--- config.mk ---
export PLATFORM = sky130hd
export DESIGN_NAME = rambus_sample_streamer_flat
export DESIGN_NICKNAME = d
export VERILOG_FILES = /design/src/rtl/rambus_pkg.sv /design/src/rtl/rambus_sample_streamer_if.sv /design/src/rtl/stream_fifo.sv /design/src/rtl/rambus_sample_streamer.sv /design/src/flat_wrapper.sv
export SDC_FILE = /design/constraint.sdc
export NUM_CORES = 1
export LEC_CHECK = 0
export BUFFER_PORTS_ARGS = -buffer_cell sky130_fd_sc_hd__buf_2
export CAP_MARGIN = 20
export CORE_UTILIZATION = 30
export DETAILED_ROUTE_END_ITERATION = 10
export HOLD_SLACK_MARGIN = 0.06
export PLACE_DENSITY = 0.5
export SYNTH_ARGS = -nofsm -noshare
export SYNTH_HDL_FRONTEND = slang
export SYNTH_SLANG_ARGS = --single-unit
--- constraint.sdc ---
create_clock -name wb_clk_i -period 4.9 [get_ports wb_clk_i]
set_input_delay 0.245 -clock wb_clk_i [delete_from_list [all_inputs] [get_ports wb_clk_i]]
set_output_delay 0.245 -clock wb_clk_i [all_outputs]
set_load 0.01 [all_outputs]
--- src/rtl/rambus_pkg.sv ---
// Shared constants and types for the OpenRAM sample streamer.
//   RAM_ADDR_WIDTH : word-address width of the 1 kB OpenRAM (256 words)
//   BUS_ADDR_WIDTH : byte-address width on the rambus port
//   DATA_WIDTH     : rambus / sample data width
//   fetch_state_e  : fetch FSM encoding
package rambus_pkg;

  localparam int RAM_ADDR_WIDTH = 8;
  localparam int BUS_ADDR_WIDTH = 10;
  localparam int DATA_WIDTH     = 32;

  typedef enum logic [1:0] {
    IDLE  = 2'd0,
    REQ   = 2'd1,
    DRAIN = 2'd2
  } fetch_state_e;

endpackage

--- src/rtl/rambus_sample_streamer_if.sv ---
// Wishbone classic link to port B (rambus) of the dual-port OpenRAM wrapper.
//   master : streamer side (drives clk/rst/cyc/stb/we/sel/dat_o/adr, reads ack/dat_i)
//   slave  : RAM wrapper side
interface rambus_sample_streamer_if;

  logic                                rambus_wb_clk_o;
  logic                                rambus_wb_rst_o;
  logic                                rambus_wb_stb_o;
  logic                                rambus_wb_cyc_o;
  logic                                rambus_wb_we_o;
  logic [3:0]                          rambus_wb_sel_o;
  logic [rambus_pkg::DATA_WIDTH-1:0]     rambus_wb_dat_o;
  logic [rambus_pkg::BUS_ADDR_WIDTH-1:0] rambus_wb_adr_o;
  logic                                rambus_wb_ack_i;
  logic [rambus_pkg::DATA_WIDTH-1:0]     rambus_wb_dat_i;

  modport master (
    output rambus_wb_clk_o, rambus_wb_rst_o, rambus_wb_stb_o, rambus_wb_cyc_o,
           rambus_wb_we_o, rambus_wb_sel_o, rambus_wb_dat_o, rambus_wb_adr_o,
    input  rambus_wb_ack_i, rambus_wb_dat_i
  );

  modport slave (
    input  rambus_wb_clk_o, rambus_wb_rst_o, rambus_wb_stb_o, rambus_wb_cyc_o,
           rambus_wb_we_o, rambus_wb_sel_o, rambus_wb_dat_o, rambus_wb_adr_o,
    output rambus_wb_ack_i, rambus_wb_dat_i
  );

endinterface

--- src/rtl/stream_fifo.sv ---
// Small synchronous FIFO decoupling the RAM fetch side from the play side.
//   clk, rst_n      : clock, async active-low reset
//   flush           : empties the FIFO (wins over push/pop)
//   push, push_data : write one entry (never issued when full without a pop)
//   pop, pop_data   : pop_data is the head entry, pop removes it
//   full, empty     : occupancy flags
//   count           : number of valid entries
module stream_fifo #(
  parameter int DEPTH = 4,
  parameter int WIDTH = 32
) (
  input  logic                       clk,
  input  logic                       rst_n,
  input  logic                       flush,
  input  logic                       push,
  input  logic [WIDTH-1:0]           push_data,
  input  logic                       pop,
  output logic [WIDTH-1:0]           pop_data,
  output logic                       full,
  output logic                       empty,
  output logic [$clog2(DEPTH):0]     count
);

  localparam int PTR_W = $clog2(DEPTH);
  localparam int CNT_W = PTR_W + 1;

  logic [WIDTH-1:0] mem_q [DEPTH];
  logic [PTR_W-1:0] wr_ptr_q, wr_ptr_d;
  logic [PTR_W-1:0] rd_ptr_q, rd_ptr_d;
  logic [CNT_W-1:0] count_q, count_d;

  always_comb begin
    wr_ptr_d = wr_ptr_q;
    rd_ptr_d = rd_ptr_q;
    count_d  = count_q;
    if (flush) begin
      wr_ptr_d = '0;
      rd_ptr_d = '0;
      count_d  = '0;
    end else begin
      if (push) wr_ptr_d = wr_ptr_q + PTR_W'(1);
      if (pop)  rd_ptr_d = rd_ptr_q + PTR_W'(1);
      // push+pop together (also legal when full) leaves the count unchanged
      case ({push, pop})
        2'b10:   count_d = count_q + CNT_W'(1);
        2'b01:   count_d = count_q - CNT_W'(1);
        default: count_d = count_q;
      endcase
    end
  end

  always_ff @(posedge clk or negedge rst_n) begin
    if (!rst_n) begin
      wr_ptr_q <= '0;
      rd_ptr_q <= '0;
      count_q  <= '0;
    end else begin
      wr_ptr_q <= wr_ptr_d;
      rd_ptr_q <= rd_ptr_d;
      count_q  <= count_d;
    end
  end

  always_ff @(posedge clk) begin
    if (push && !flush) mem_q[wr_ptr_q] <= push_data;
  end

  assign pop_data = mem_q[rd_ptr_q];
  assign full     = (count_q == CNT_W'(DEPTH));
  assign empty    = (count_q == '0);
  assign count    = count_q;

endmodule

--- src/rtl/rambus_sample_streamer.sv ---
// Cyclic OpenRAM window reader feeding a periodic sample output (DAC path).
//   wb_clk_i, wb_rst_n_i : clock, async active-low reset
//   rambus               : Wishbone classic master on the OpenRAM rambus port
//   enable_i             : run; low aborts the fetch, flushes the FIFO, stops the period counter
//   start_addr_i/length_i: window first word / length in words (0 means 256)
//   period_i             : sample interval is period_i+1 cycles
//   sample_o/sample_valid_o : held sample and its one-cycle update pulse
//   underrun_o, bus_err_o   : sticky flags, cleared on reset or enable rising edge
//   busy_o               : fetch FSM not IDLE
//
// Fetch FSM
//   state | meaning
//   IDLE  | no cycle on the bus; start a read when enabled and the FIFO has room
//   REQ   | read cycle in progress; ack pushes data, watchdog aborts
//   DRAIN | enable dropped mid-read; hold the cycle until ack/watchdog, discard data
module rambus_sample_streamer
  import rambus_pkg::*;
#(
  parameter int FIFO_DEPTH   = 4,
  parameter int PERIOD_WIDTH = 16,
  parameter int WDOG_CYCLES  = 255
) (
  input  logic                      wb_clk_i,
  input  logic                      wb_rst_n_i,
  rambus_sample_streamer_if.master  rambus,
  input  logic                      enable_i,
  input  logic [RAM_ADDR_WIDTH-1:0] start_addr_i,
  input  logic [RAM_ADDR_WIDTH:0]   length_i,
  input  logic [PERIOD_WIDTH-1:0]   period_i,
  output logic [DATA_WIDTH-1:0]     sample_o,
  output logic                      sample_valid_o,
  output logic                      underrun_o,
  output logic                      bus_err_o,
  output logic                      busy_o
);

  localparam int WDOG_W = $clog2(WDOG_CYCLES + 1);
  localparam int CNT_W  = $clog2(FIFO_DEPTH) + 1;
  localparam logic [WDOG_W-1:0] WDOG_LOAD = WDOG_W'(WDOG_CYCLES - 1);

  fetch_state_e              state_q, state_d;
  logic                      cyc_q, cyc_d;
  logic [RAM_ADDR_WIDTH-1:0] ptr_q, ptr_d;
  logic [RAM_ADDR_WIDTH-1:0] cnt_q, cnt_d;
  logic                      load_q, load_d;
  logic [WDOG_W-1:0]         wdog_q, wdog_d;
  logic [PERIOD_WIDTH-1:0]   per_q, per_d;
  logic [DATA_WIDTH-1:0]     sample_q, sample_d;
  logic                      valid_q, valid_d;
  logic                      underrun_q, underrun_d;
  logic                      bus_err_q, bus_err_d;
  logic                      en_q;

  logic                      en_rise;
  logic [RAM_ADDR_WIDTH:0]   len_m1;
  logic                      push, pop, fifo_full, fifo_empty;
  logic [DATA_WIDTH-1:0]     fifo_head;
  logic [CNT_W-1:0]          fifo_count;

  assign en_rise = enable_i & ~en_q;
  assign len_m1  = (length_i == '0) ? (RAM_ADDR_WIDTH+1)'(255) : length_i - 1'b1;

  always_comb begin
    state_d    = state_q;
    cyc_d      = cyc_q;
    ptr_d      = ptr_q;
    cnt_d      = cnt_q;
    load_d     = load_q | en_rise;
    wdog_d     = wdog_q;
    per_d      = per_q;
    sample_d   = sample_q;
    valid_d    = 1'b0;
    underrun_d = en_rise ? 1'b0 : underrun_q;
    bus_err_d  = en_rise ? 1'b0 : bus_err_q;
    push       = 1'b0;
    pop        = 1'b0;

    case (state_q)
      IDLE: begin
        if (enable_i && !fifo_full) begin
          state_d = REQ;
          cyc_d   = 1'b1;
          wdog_d  = WDOG_LOAD;
          // window restarts only on the first read after enable rises
          if (load_q || en_rise) begin
            ptr_d  = start_addr_i;
            cnt_d  = '0;
            load_d = 1'b0;
          end
        end
      end
      REQ: begin
        if (rambus.rambus_wb_ack_i) begin
          state_d = IDLE;
          cyc_d   = 1'b0;
          if (enable_i) begin
            push = 1'b1;
            if ({1'b0, cnt_q} == len_m1) begin
              ptr_d = start_addr_i;
              cnt_d = '0;
            end else begin
              ptr_d = ptr_q + 1'b1;
              cnt_d = cnt_q + 1'b1;
            end
          end
        end else if (wdog_q == '0) begin
          state_d   = IDLE;
          cyc_d     = 1'b0;
          bus_err_d = 1'b1;
        end else begin
          wdog_d = wdog_q - 1'b1;
          if (!enable_i) state_d = DRAIN;
        end
      end
      DRAIN: begin
        if (rambus.rambus_wb_ack_i) begin
          state_d = IDLE;
          cyc_d   = 1'b0;
        end else if (wdog_q == '0) begin
          state_d   = IDLE;
          cyc_d     = 1'b0;
          bus_err_d = 1'b1;
        end else begin
          wdog_d = wdog_q - 1'b1;
        end
      end
      default: begin
        state_d = IDLE;
        cyc_d   = 1'b0;
      end
    endcase

    // >= keeps the tick alive if period_i shrinks below the running count
    if (!enable_i) begin
      per_d = '0;
    end else if (per_q >= period_i) begin
      per_d = '0;
      if (!fifo_empty) begin
        pop      = 1'b1;
        sample_d = fifo_head;
        valid_d  = 1'b1;
      end else begin
        underrun_d = 1'b1;
      end
    end else begin
      per_d = per_q + 1'b1;
    end
  end

  always_ff @(posedge wb_clk_i or negedge wb_rst_n_i) begin
    if (!wb_rst_n_i) begin
      state_q    <= IDLE;
      cyc_q      <= 1'b0;
      ptr_q      <= '0;
      cnt_q      <= '0;
      load_q     <= 1'b0;
      wdog_q     <= '0;
      per_q      <= '0;
      sample_q   <= '0;
      valid_q    <= 1'b0;
      underrun_q <= 1'b0;
      bus_err_q  <= 1'b0;
      en_q       <= 1'b0;
    end else begin
      state_q    <= state_d;
      cyc_q      <= cyc_d;
      ptr_q      <= ptr_d;
      cnt_q      <= cnt_d;
      load_q     <= load_d;
      wdog_q     <= wdog_d;
      per_q      <= per_d;
      sample_q   <= sample_d;
      valid_q    <= valid_d;
      underrun_q <= underrun_d;
      bus_err_q  <= bus_err_d;
      en_q       <= enable_i;
    end
  end

  stream_fifo #(
    .DEPTH (FIFO_DEPTH),
    .WIDTH (DATA_WIDTH)
  ) u_fifo (
    .clk       (wb_clk_i),
    .rst_n     (wb_rst_n_i),
    .flush     (~enable_i),
    .push      (push),
    .push_data (rambus.rambus_wb_dat_i),
    .pop       (pop),
    .pop_data  (fifo_head),
    .full      (fifo_full),
    .empty     (fifo_empty),
    .count     (fifo_count)
  );

  assign rambus.rambus_wb_clk_o = wb_clk_i;
  assign rambus.rambus_wb_rst_o = ~wb_rst_n_i;
  assign rambus.rambus_wb_cyc_o = cyc_q;
  assign rambus.rambus_wb_stb_o = cyc_q;
  assign rambus.rambus_wb_we_o  = 1'b0;
  assign rambus.rambus_wb_sel_o = 4'hF;
  assign rambus.rambus_wb_dat_o = '0;
  assign rambus.rambus_wb_adr_o = {ptr_q, 2'b00};

  assign sample_o       = sample_q;
  assign sample_valid_o = valid_q;
  assign underrun_o     = underrun_q;
  assign bus_err_o      = bus_err_q;
  assign busy_o         = (state_q != IDLE);

endmodule

--- src/flat_wrapper.sv ---
// flat-port wrapper written by rule: the top's interface ports become plain ports
module rambus_sample_streamer_flat import rambus_pkg::*;
#(
  parameter int FIFO_DEPTH   = 4,
  parameter int PERIOD_WIDTH = 16,
  parameter int WDOG_CYCLES  = 255
)
  (wb_clk_i, wb_rst_n_i, enable_i, start_addr_i, length_i, period_i, sample_o, sample_valid_o, underrun_o, bus_err_o, busy_o, rambus_rambus_wb_clk_o, rambus_rambus_wb_rst_o, rambus_rambus_wb_stb_o, rambus_rambus_wb_cyc_o, rambus_rambus_wb_we_o, rambus_rambus_wb_sel_o, rambus_rambus_wb_dat_o, rambus_rambus_wb_adr_o, rambus_rambus_wb_ack_i, rambus_rambus_wb_dat_i);
  rambus_sample_streamer_if rambus_i ();
  input  logic wb_clk_i;
  input  logic wb_rst_n_i;
  input  logic enable_i;
  input  logic [RAM_ADDR_WIDTH-1:0] start_addr_i;
  input  logic [RAM_ADDR_WIDTH:0] length_i;
  input  logic [PERIOD_WIDTH-1:0] period_i;
  output logic [DATA_WIDTH-1:0] sample_o;
  output logic sample_valid_o;
  output logic underrun_o;
  output logic bus_err_o;
  output logic busy_o;
  output wire logic [$bits(rambus_i.rambus_wb_clk_o)-1:0] rambus_rambus_wb_clk_o;
  output wire logic [$bits(rambus_i.rambus_wb_rst_o)-1:0] rambus_rambus_wb_rst_o;
  output wire logic [$bits(rambus_i.rambus_wb_stb_o)-1:0] rambus_rambus_wb_stb_o;
  output wire logic [$bits(rambus_i.rambus_wb_cyc_o)-1:0] rambus_rambus_wb_cyc_o;
  output wire logic [$bits(rambus_i.rambus_wb_we_o)-1:0] rambus_rambus_wb_we_o;
  output wire logic [$bits(rambus_i.rambus_wb_sel_o)-1:0] rambus_rambus_wb_sel_o;
  output wire logic [$bits(rambus_i.rambus_wb_dat_o)-1:0] rambus_rambus_wb_dat_o;
  output wire logic [$bits(rambus_i.rambus_wb_adr_o)-1:0] rambus_rambus_wb_adr_o;
  input wire logic [$bits(rambus_i.rambus_wb_ack_i)-1:0] rambus_rambus_wb_ack_i;
  input wire logic [$bits(rambus_i.rambus_wb_dat_i)-1:0] rambus_rambus_wb_dat_i;
  assign rambus_rambus_wb_clk_o = rambus_i.rambus_wb_clk_o;
  assign rambus_rambus_wb_rst_o = rambus_i.rambus_wb_rst_o;
  assign rambus_rambus_wb_stb_o = rambus_i.rambus_wb_stb_o;
  assign rambus_rambus_wb_cyc_o = rambus_i.rambus_wb_cyc_o;
  assign rambus_rambus_wb_we_o = rambus_i.rambus_wb_we_o;
  assign rambus_rambus_wb_sel_o = rambus_i.rambus_wb_sel_o;
  assign rambus_rambus_wb_dat_o = rambus_i.rambus_wb_dat_o;
  assign rambus_rambus_wb_adr_o = rambus_i.rambus_wb_adr_o;
  assign rambus_i.rambus_wb_ack_i = rambus_rambus_wb_ack_i;
  assign rambus_i.rambus_wb_dat_i = rambus_rambus_wb_dat_i;
  rambus_sample_streamer #(.FIFO_DEPTH(FIFO_DEPTH), .PERIOD_WIDTH(PERIOD_WIDTH), .WDOG_CYCLES(WDOG_CYCLES)) u_core (.wb_clk_i(wb_clk_i), .wb_rst_n_i(wb_rst_n_i), .rambus(rambus_i), .enable_i(enable_i), .start_addr_i(start_addr_i), .length_i(length_i), .period_i(period_i), .sample_o(sample_o), .sample_valid_o(sample_valid_o), .underrun_o(underrun_o), .bus_err_o(bus_err_o), .busy_o(busy_o));
endmodule
==> results.rst <==
.. list-table::
   :header-rows: 1

   * - Metric
     - Value
   * - Path class of the lowest-slack min-delay path
     - in -> async
   * - Via/cell ratio
     - 4.451
   * - Total number of vias
     - 5902
   * - Initial Utilization
     - 0.3074
   * - Global-route wire length before repair
     - ~33000 um
   * - Total negative slack
     - 0 ps
   * - Row count
     - between 60 and 70
   * - Period minus WS final
     - 3101 ps
   * - Number of maximum-capacitance violations
     - 0
   * - Vias in the first global route
     - 5991
   * - Number of cells upsized or downsized after cts
     - 0
   * - Pleak
     - 4.936 nW
   * - R2R Path End
     - u_core.u_fifo.count[2]
   * - Overall overflow remaining after global route
     - 0
   * - Layout net count
     - ~1000
   * - Worst Path Max Fanout
     - 12
   * - Worst Skew
     - roughly 12 ps
   * - Ratio of cells with drive above 1 in the final layout
     - 0.2413
   * - Run status
     - completed
   * - Sequential-to-total area share from yosys stat
     - 0.6159
   * - Transition time of the tightest slew-check pin
     - 989.4 ps
   * - Ordered list of cells on the worst path
     - inv_1 > ha_1 > nand2b_1 > a21o_1 > a21oi_1 > o221ai_1 > a21oi_1 > buf_4 > or3_2 > nor2_1 > fa_1 > or4_1 > nand4_1 > a31oi_1
   * - Average cell area after synthesis
     - 13.85 um2
   * - Final cycle utilization of the critical path
     - 0.6329
   * - Number of flip-flops and latches in the synthesized netlist
     - 215
   * - Synth Cell Area
     - between 9000 and 10000 um2
   * - Power per cell area
     - approximately 420 nW/um2
   * - Post-Place Cell Area
     - 10680 um2
   * - Number of antenna violations at the first check in global routing
     - 0
   * - Detailed placement HPWL
     - 12360 um
   * - Number of distinct library cells after synthesis
     - 61
   * - First drt pass iteration count
     - 5
   * - Overall die area
     - around 33000 um2
   * - Post-synthesis instance total
     - 706
   * - Most common flop cell mapped by yosys
     - sky130_fd_sc_hd__edfxtp_1
   * - Final non-filler cell area
     - 12030 um2
   * - Average detailed-routed wire length per instance
     - 15.26 um
   * - Largest net degree at the start of global routing
     - between 50 and 60
   * - Horizontal extent of the die
     - 182.5 um
   * - Diodes inserted
     - 0
   * - Total of fill cells in the finished design
     - 3058
   * - Number of buffers inserted by post-CTS setup repair
     - 0
   * - Beginning of the worst register-to-register path
     - u_core.per_q[0]
   * - Routed WL
     - 20240 um
   * - Clock tree from TritonCTS
     - yes
   * - 1st-iter DRT viols
     - 250
   * - Final GP Congestion
     - approximately 0.79
   * - Critical Path Most Common Cell
     - sky130_fd_sc_hd__a21oi_1
   * - Yosys warning count
     - 0
   * - Final-report max-slew violation count
     - 0
   * - Maximum clock frequency
     - 322.4 MHz
   * - Critical path launch point type
     - register
   * - Antenna violation net count after detailed routing
     - 0
   * - Crit end category
     - register
   * - Multi-input logic area
     - approximately 3300 um2
   * - Count of pins on the block boundary
     - around 160
   * - Biggest cell delay along the critical path
     - 540 ps
   * - Area taken by flip-flops and latches
     - between 6000 and 7000 um2
   * - Hold buffers post-CTS
     - 43
   * - Setup repair after global routing missed its margin
     - false
   * - Async S/R FF share, synth
     - 0.4047
   * - Reg2Reg Setup Slack
     - 1800 ps
   * - CP Data Arrival Time
     - 3610 ps
   * - Core Area
     - 31800 um2
   * - Critical-path cell with the highest stage delay
     - sky130_fd_sc_hd__or4_1
   * - Relative slew margins
     - 0.3404
   * - Port buffer count
     - about 120
   * - # setup viols final
     - 0
   * - CP required
     - 5410 ps
   * - DRC Markers
     - 0
   * - Overall Global Routing Usage
     - 0.1263
   * - Startpoint-to-endpoint class of the critical path
     - reg -> reg
   * - Latest clock arrival within the worst-skew pair
     - 630 ps
   * - Area added between synthesis and finish
     - 23.10%
   * - Clock transition at the register clock pins on the worst setup and hold paths after CTS
     - 60 ps
   * - Number of synthesized flops with an enable pin
     - 128
   * - Final hold viol count
     - 0
   * - Reg2Reg Depth
     - 14
   * - Peak supply drop
     - about 0.24 mV
   * - Die Y-Extent
     - between 150 and 200 um
-- state kept, by name, indices dropped and copies added (netlist names), 2 cells and up --
name,flops
u_core.per_q,16
u_core.cnt_q,8
u_core.u_fifo.mem_q,128
u_core.u_fifo.count,3
u_core.u_fifo.rd_ptr_q,2
u_core.wdog_q,8
u_core.ptr_q,8
u_core.sample_o,32
u_core.state_q,2
u_core.u_fifo.wr_ptr_q,2
-- placed cells by master, fill, tap and decap left out, drive strengths merged, types with 8 or more instances in the layout --
master	n
a21oi	28
and3	11
buf	122
clkbuf	34
clkinv	9
conb	39
dfrtp	87
dlygate4sd3	43
edfxtp	128
ha	29
inv	41
mux2	32
mux4	32
nand2	38
nand2b	9
nand3	20
nor2	44
nor3	11
o21ai	22
or3	8
xnor2	17
xor2	16
-- worst max-delay path by stage --
stage	from	slack [ps]	endpoint
5_1_grt	u_core.per_q[0]	1570	u_core.u_fifo.count[2]
3_3_place_gp	length_i[0]	1730	u_core.cnt_q[3]
2_1_floorplan	u_core.per_q[0]	1490	u_core.u_fifo.count[2]
4_1_cts	u_core.per_q[0]	1770	u_core.u_fifo.count[2]
3_5_place_dp	length_i[0]	1650	u_core.cnt_q[3]
6_report	u_core.per_q[0]	1800	u_core.u_fifo.count[2]
-- synthesized netlist by cell type, types with 16 or more instances --
master | count | area [um2]
sky130_fd_sc_hd__xor2_1 | 16 | 140.1
sky130_fd_sc_hd__nor2_1 | 44 | 165.2
sky130_fd_sc_hd__nand3_1 | 20 | 100.1
sky130_fd_sc_hd__mux4_2 | 32 | 720.7
sky130_fd_sc_hd__dfrtp_1 | 87 | 2177
sky130_fd_sc_hd__ha_1 | 29 | 362.9
sky130_fd_sc_hd__xnor2_1 | 17 | 148.9
sky130_fd_sc_hd__clkbuf_1 | 19 | 71.32
sky130_fd_sc_hd__edfxtp_1 | 128 | 3844
sky130_fd_sc_hd__mux2_1 | 32 | 360.4
sky130_fd_sc_hd__buf_4 | 41 | 307.8
sky130_fd_sc_hd__nand2_1 | 38 | 142.6
sky130_fd_sc_hd__a21oi_1 | 27 | 135.1
sky130_fd_sc_hd__inv_1 | 37 | 138.9
-- cell families after synthesis --
logic type,synth area share
buffers and inverters,0.05708
adders and majority gates,0.03917
DFF,0.6159
muxes,0.1137
xor gates and xnor gates,0.02957
AOI/OAI and AO/OA,0.05670
other,0.0007682
and+or+nand+nor,0.08716
-- cell type report --
cell class / instances / share of cell area
Timing Repair Buffer: 164 / 0.08817
Clock buffer: 35 / 0.06051
Sequential cell: 215 / 0.5005
Multi-Input combinational cell: 423 / 0.2777
Inverter: 39 / 0.01216
Clock inverter: 15 / 0.01570
Tap cell: 435 / 0.04523
-- worst max-delay path: cells and delay by family, from the launching register on --
kind,cells,cell delay [ps]
and+or+nand+nor,5,960
AOI/OAI and AO/OA,5,630
DFF,1,410
buffers and inverters,2,260
adders and majority gates,2,710
-- layer usage --
metal,vias to the layer above,share of wire,track usage
li1,2842,-,-
met1,2893,0.46,0.1656
met2,135,0.47,0.2072
met3,32,0.045,0.02874
met4,0,0.026,0.03966
met5,-,0,0
-- stage by stage --
stage	hold slack [ps]	util	total power, mW	instances	setup slack [ps]
floorplan	-50.59	-	2.825	743	1493
global placement	345.6	0.3357	3.044	1233	1731
detailed placement	345.6	0.3357	3.059	1233	1653
CTS	276.2	0.3780	5.140	1325	1773
global route	337.8	0.3784	5.349	1326	1570
finish	260.7	0.3784	5.069	1326	1799
-- where the power goes --
group | internal, mW | switching [mW] | total [mW]
clock network | 1.26 | 0.758 | 2.02
logic | 0.345 | 0.515 | 0.860
registers | 2.07 | 0.114 | 2.19
total | 3.68 | 1.39 | 5.07
Note: power is estimated with default switching activity, not from simulation.
